### src/rtl/dilated_layer_sequencer.sv
// dilated_layer_sequencer
//   Sequences a stack of per-layer 4-tap activation buffers and one shared
//   convolution/MAC unit. Layer k advances once every 2^(k*DILATION_LOG2)
//   accepted samples. For every selected layer, in ascending order, the
//   layer's buffer is shifted, then the compute unit is started on it. The
//   sequencer then waits for the unit to finish. A completion handshake is
//   presented once all selected layers are done.
//
// Ports
//   clk, rst      clock; asynchronous active-high reset
//   sample_valid  new sample waiting at buffer 0's input
//   sample_ready  sample accepted this cycle when sample_valid is also high (IDLE only)
//   shift_en      one-hot single-cycle shift strobe, one bit per layer buffer
//   layer_sel     layer that currently owns the compute unit
//   layer_start   single-cycle pulse; compute unit begins layer layer_sel
//   layer_done    single-cycle pulse from the compute unit
//   out_valid     sample fully processed; held until out_ready
//   out_ready     downstream accepts completion
//   ran_mask      layers processed for the current sample
//   busy          sequencer is not idle
//   err_spurious  sticky flag: layer_done arrived while not waiting for it
module dilated_layer_sequencer #(
    parameter int NUM_LAYERS    = 4,
    parameter int DILATION_LOG2 = 2,
    parameter int LW            = $clog2(NUM_LAYERS)
) (
    input  logic                  clk,
    input  logic                  rst,
    input  logic                  sample_valid,
    output logic                  sample_ready,
    output logic [NUM_LAYERS-1:0] shift_en,
    output logic [LW-1:0]         layer_sel,
    output logic                  layer_start,
    input  logic                  layer_done,
    output logic                  out_valid,
    input  logic                  out_ready,
    output logic [NUM_LAYERS-1:0] ran_mask,
    output logic                  busy,
    output logic                  err_spurious
);

    localparam int unsigned CW = DILATION_LOG2 * (NUM_LAYERS - 1);

    typedef enum logic [2:0] {
        IDLE,
        SHIFT,
        START,
        WAIT,
        OUT
    } state_t;

    state_t                state, state_nxt;
    logic [CW-1:0]         cnt;
    logic [NUM_LAYERS-1:0] mask_d;
    logic [LW-1:0]         sel_nxt;
    logic                  has_next;
    logic                  accept;

    assign accept = sample_valid & sample_ready;

    // Layer k runs when the low k*DILATION_LOG2 count bits are zero. Shifting
    // those bits to the top discards the rest; for k = 0 the shift clears
    // everything, so layer 0 always runs.
    always_comb begin
        mask_d = '0;
        for (int unsigned k = 0; k < NUM_LAYERS; k++) begin
            mask_d[k] = ((cnt << (CW - k * DILATION_LOG2)) == '0);
        end
    end

    // Lowest selected layer above the current one; scanned downwards so the
    // last hit wins.
    always_comb begin
        has_next = 1'b0;
        sel_nxt  = layer_sel;
        for (int unsigned k = NUM_LAYERS - 1; k > 0; k--) begin
            if (ran_mask[k] && (LW'(k) > layer_sel)) begin
                has_next = 1'b1;
                sel_nxt  = LW'(k);
            end
        end
    end

    always_ff @(posedge clk or posedge rst) begin
        if (rst) begin
            state <= IDLE;
        end else begin
            state <= state_nxt;
        end
    end

    always_comb begin
        state_nxt    = state;
        sample_ready = 1'b0;
        shift_en     = '0;
        layer_start  = 1'b0;
        out_valid    = 1'b0;
        busy         = 1'b1;
        case (state)
            IDLE: begin
                sample_ready = 1'b1;
                busy         = 1'b0;
                if (sample_valid) begin
                    state_nxt = SHIFT;
                end
            end
            SHIFT: begin
                shift_en[layer_sel] = 1'b1;
                state_nxt           = START;
            end
            START: begin
                layer_start = 1'b1;
                state_nxt   = WAIT;
            end
            WAIT: begin
                if (layer_done) begin
                    state_nxt = has_next ? SHIFT : OUT;
                end
            end
            OUT: begin
                out_valid = 1'b1;
                if (out_ready) begin
                    state_nxt = IDLE;
                end
            end
            default: begin
                state_nxt = IDLE;
            end
        endcase
    end

    always_ff @(posedge clk or posedge rst) begin
        if (rst) begin
            cnt          <= '0;
            ran_mask     <= '0;
            layer_sel    <= '0;
            err_spurious <= 1'b0;
        end else begin
            if (accept) begin
                cnt       <= cnt + CW'(1);
                ran_mask  <= mask_d;
                layer_sel <= '0;
            end
            if ((state == WAIT) && layer_done && has_next) begin
                layer_sel <= sel_nxt;
            end
            if (layer_done && (state != WAIT)) begin
                err_spurious <= 1'b1;
            end
        end
    end

endmodule

### config.mk
export PLATFORM = sky130hd
export DESIGN_NAME = dilated_layer_sequencer
export DESIGN_NICKNAME = d
export VERILOG_FILES = /design/src/rtl/dilated_layer_sequencer.sv
export SDC_FILE = /design/constraint.sdc
export NUM_CORES = 1
export LEC_CHECK = 0
export BUFFER_PORTS_ARGS = -buffer_cell sky130_fd_sc_hd__buf_2
export CORE_UTILIZATION = 50
export CTS_CLUSTER_DIAMETER = 200
export CTS_CLUSTER_SIZE = 14
export DETAILED_ROUTE_END_ITERATION = 10
export GPL_TIMING_DRIVEN = 0
export PLACE_DENSITY_LB_ADDON = 0.08
export REMOVE_ABC_BUFFERS = 1
export SLEW_MARGIN = 15
export SYNTH_ARGS = -nofsm -noshare
export SYNTH_HDL_FRONTEND = slang
export SYNTH_SLANG_ARGS = --single-unit
### constraint.sdc
create_clock -name clk -period 2.1 [get_ports clk]
set_input_delay 0.42 -clock clk [delete_from_list [all_inputs] [get_ports clk]]
set_output_delay 0.42 -clock clk [all_outputs]
set_load 0.05 [all_outputs]
### Word level (Yosys, flattened, before mapping)

Cells that the tools add are included.

* equal/unequal tests: 9
* reductions and logical operators: 14
* bitwise operators: 1
* $lt $le $gt $ge: 5
* add/subtract/negate cells: 1
* multiplexer cells: 20

Operators with widths (number)
* zero test 6 bit: 3
* one-hot mux 3 bit (5 select lines): 1
* 2-to-1 mux 3 bit: 4
* 2-to-1 mux 2 bit: 5
* 2-to-1 mux 1 bit: 8
* logical AND 1 bit: 7
* adder 6 x 1 -> 6 bit (second input constant): 1
* == test 3 x 2 -> 1 bit (second input constant): 2
* inequality test 2 bit (second input constant): 3
* > comparator 2 bit (first input constant): 2
* 2-to-1 mux 4 bit: 1
* inequality test 4 bit (second input constant): 1
* == test 3 x 1 -> 1 bit (second input constant): 1
* == test 3 bit (second input constant): 1
* zero test 3 bit: 1
* < comparator 2 x 3 -> 1 bit (second input constant): 1
* inequality test 3 x 2 -> 1 bit (second input constant): 1
* AND reduction 3 bit: 1
* demux 1 bit (select 2 bit): 1
* greater-or-equal comparator 2 x 1 -> 1 bit (second input constant): 1
* > comparator 1 x 2 -> 1 bit (first input constant): 1
* AND reduction 2 bit: 1
* nonzero test 2 bit: 1
* bitwise AND 1 bit: 1

* bits in registers: 16
* output and inout bits: 15

### Longest topological paths before layout

* word-level depth: 8
* gate-level depth with buffers: 5
* gate-level depth less buffers: 4

### Worst setup path before layout

No wires, ideal clock.

* path kind: register -> output
* from: register layer_sel[0]
* to: output port shift_en[1]
* cell stages (with the launch flop): 2
* slack: -671 ps
* required time: 1680 ps
* buffers on the path: 0
* arrival: 2351 ps
* cell sequence: dfrtp_1 -> nor4b_1

* longest elaborated chain between the ends: 5
* elaborated cells on any way between the ends: 6
* classes of those cells: order compare: 2; mux: 3; reduce/logical: 1

RTL lines
* start, declared: RTL line 32 `output logic [LW-1:0] layer_sel,`
* start signal, assigned: RTL line 145 `layer_sel <= sel_nxt;`
* < comparator 2 x 3 -> 1 bit (not written as such) or greater-or-equal comparator 2 x 1 -> 1 bit (tied branches): RTL line 108 `shift_en[layer_sel] = 1'b1;`
* logical AND 1 bit (not written as such): RTL line 108
* 2-to-1 mux 1 bit (not written as such): RTL line 108
* demux 1 bit (select 2 bit) (*): RTL line 108
* 2-to-1 mux 4 bit (*): RTL line 99 `case (state)`
* end, declared: RTL line 31 `output logic [NUM_LAYERS-1:0] shift_en,`

Every way passes the cells marked *; elsewhere a longest branch is shown, timed or not.

### Final worst setup path

* from: register state[2]
* to: output port shift_en[1]

* longest elaborated chain between the ends: 2

RTL lines
* start, declared: RTL line 52 `state_t state, state_nxt;`
* start signal, assigned: RTL line 88 `state <= state_nxt;`
* == test 3 x 1 -> 1 bit: RTL line 99
* 2-to-1 mux 4 bit: RTL line 99

No other way between the ends.

==> results_dict.tcl <==
set metrics [dict create \
    outcome "complete, no violations" \
    multi_input_area_um2 368 \
    power_leakage_nw 0.470 \
    num_rows 14 \
    pwr-share-seq 0.377 \
    setup_viol 0 \
    fmax_mhz 504 \
    cap_violations 0 \
    maxSlewHeadroom 0.585 \
    clock_latency_ns 0.28 \
    postRouteAntennaNets 0 \
    start_util 0.539 \
    htreeDepth 1 \
    holdCritPathClass "input port to async pin" \
    clockBufferDepth 2 \
    drt_iter0_drc 12 \
    fill_cells 135 \
    ios 20 \
    min_period_over_period 0.945 \
    p_switching_w 0.000814 \
    netlist_area_um2 812 \
    finalMaxSlewViolations 0 \
    grt_max_degree 17 \
    fin_nets 111 \
    synth_largest_area_cell "dfrtp_1" \
    clkPwrFrac 0.129 \
    regArea_um2 402 \
    layout-drive-gt1-share 0.282 \
    path_class "flip-flop to output pin" \
    wl_um 1480 \
    avgSynthCellArea_um2 9.78 \
    peakVddDrop_mv 0.813 \
    final_hold_viol_count 0 \
    synth_cell_types 32 \
    finClkSkew_ns 0.00307 \
    ys_seq_area_frac 0.493 \
    dr_total_vias 660 \
    placed_area_um2 907 \
    die_area_um2 1790 \
    synthDominantCellAreaShare 0.493 \
    synth_area_leaders "dfrtp_1, nand2_1, xnor2_1, inv_1, ha_1" \
    power_switching_share 0.514 \
    root_buffer "clkbuf_4" \
    yosys_register_bits 16 \
    postCtsSetupRepairBufs 0 \
    detail_route.vias_per_cell 5.55 \
    hold_ws_ns 0.195 \
    die_height_um 42.3 \
    combinationalPowerShare 0.494 \
    intPower_w 0.000769 \
    cts.sinks 16 \
    arrival_ns 1.57 \
    cts_tree "built" \
    worstMarginPinSlew_ns 0.622 \
    cp_data_required_time_ns 1.68 \
    dp_hpwl_um 1090 \
    antenna_found_initial 0 \
    syn_inst 83 \
    start_kind "flip-flop" \
    grt_first_pass_wirelength_um 2640 \
    layout_min_cycle_time_ns 1.99 \
    cts_made_buffers 3 \
    path_max_fanout 8 \
    drc_errors 0 \
    syn2layout_area_growth_pct 17.3 \
    yosys_most_used_dff "dfrtp_1" \
    p_per_area_nw_per_um2 1660 \
    io_buffers 19 \
    clk_pin_slew_ns 0.09 \
    end_kind "output pin" \
    synthArstFlopShare 1.00 \
    gr-total-overflow 0 \
    first_pass_iters 4 \
    routedWlPerCell_um 12.4 \
    fin_area_um2 952 \
    yosys_warnings 0 \
    coreArea_um2 1510 \
    diodes 0 \
    place.gp.congestion 0.724 \
    grtUsageTotal 0.197 \
    dieWidth_um 42.3 \
    synth_edf_count 0 \
    grt_pass1_vias 625 \
]
-- power groups by stage --
stage | clock [W] | sequential, W | combinational (W)
2_1_floorplan | 0 | 0.000694 | 0.000501
3_3_place_gp | 0 | 0.000588 | 0.000770
3_5_place_dp | 0 | 0.000596 | 0.000781
4_1_cts | 0.000211 | 0.000592 | 0.000782
5_1_grt | 0.000222 | 0.000621 | 0.000849
6_report | 0.000204 | 0.000596 | 0.000782
-- cell usage after synthesis, types with 2 or more instances --
library cell	n
xnor2_1	5
nor3b_1	2
nand3_1	2
inv_1	7
nand2_1	15
o21ai_0	3
ha_1	2
nor2_1	3
o31ai_1	2
o22ai_1	2
dfrtp_1	16
nor2b_1	2
nor3_1	3
-- critical path, stage by stage, from the launching register on --
cell	delay, ns
dfrtp_1	0.49
or2b_1	0.28
nor4b_1	0.26
buf_4	0.25
-- cell usage in the layout, fill, tap and decap left out, types with 2 or more instances in the layout --
cell | synthesis | routed
buf_2 | 1 | 17
clkbuf_4 | 0 | 4
dfrtp_1 | 16 | 15
ha_1 | 2 | 2
inv_1 | 7 | 7
nand2_1 | 15 | 15
nand3_1 | 2 | 2
nor2_1 | 3 | 3
nor3_1 | 3 | 3
nor3b_1 | 2 | 2
o21ai_0 | 3 | 3
o22ai_1 | 2 | 2
o31ai_1 | 2 | 2
xnor2_1 | 5 | 5
-- through the flow --
stage / total power [W] / cells / utilization / TNS, ns / worst slack, ns
3_3_place_gp: 0.00136 / 115 / 0.602 / 0 / 0.277
2_1_floorplan: 0.00119 / 80 / - / -3.07 / -0.671
4_1_cts: 0.00159 / 119 / 0.627 / 0 / 0.0708
6_report: 0.00158 / 119 / 0.632 / 0 / 0.115
5_1_grt: 0.00169 / 119 / 0.632 / -0.00325 / -0.00325
3_5_place_dp: 0.00138 / 115 / 0.602 / 0 / 0.273
-- layer usage --
layer	track usage	vias to the layer above	wire, um
met5	0	-	0
met4	0.0563	0	10
met3	0.0431	2	69
met2	0.335	18	757
met1	0.251	314	638
li1	-	326	-
-- what timing repair did --
action	in CTS	in global routing
endpoints found under the setup margin	1	3
gates resized for setup	1	4
cloned	0	0
hold buffers	0	0
-- flip-flops by register name, indices dropped and copies added (netlist names) --
| register | flops |
|---|---|
| cnt | 6 |
| ran_mask | 4 |
| state | 3 |
| layer_sel | 2 |
| err_spurious | 1 |
-- area by class of cell --
cell class | instances | area share
Timing Repair Buffer | 19 | 0.105
Inverter | 7 | 0.0276
Multi-Input combinational cell | 57 | 0.386
Tap cell | 16 | 0.0210
Sequential cell | 16 | 0.422
Clock buffer | 4 | 0.0381
-- cell families (layout without fill, tap and decap cells) --
| family | after synthesis | count (layout) | synth area share |
|---|---|---|---|
| AOI/OAI and AO/OA | 12 | 12 | 0.0986 |
| and+or+nand+nor | 38 | 38 | 0.267 |
| DFF | 16 | 16 | 0.493 |
| buffers and inverters | 10 | 30 | 0.0570 |
| adders and majority gates | 2 | 2 | 0.0308 |
| xor gates and xnor gates | 5 | 5 | 0.0539 |
-- final timing paths --
kind / startpoint / endpoint / slack, ns / cells after the start
worst max-delay path: state[2] / shift_en[1] / 0.11 / 3
worst min-delay path: rst / err_spurious / 0.19 / 2
worst max register to register: state[1] / cnt[5] / 0.27 / 4
worst min register to register: err_spurious / err_spurious / 0.46 / 1
max in group asynchronous: rst / state[0] / 1.47 / 2
min in group clk: out_ready / state[2] / 0.30 / 2
Power figures use the tool's default switching activity.
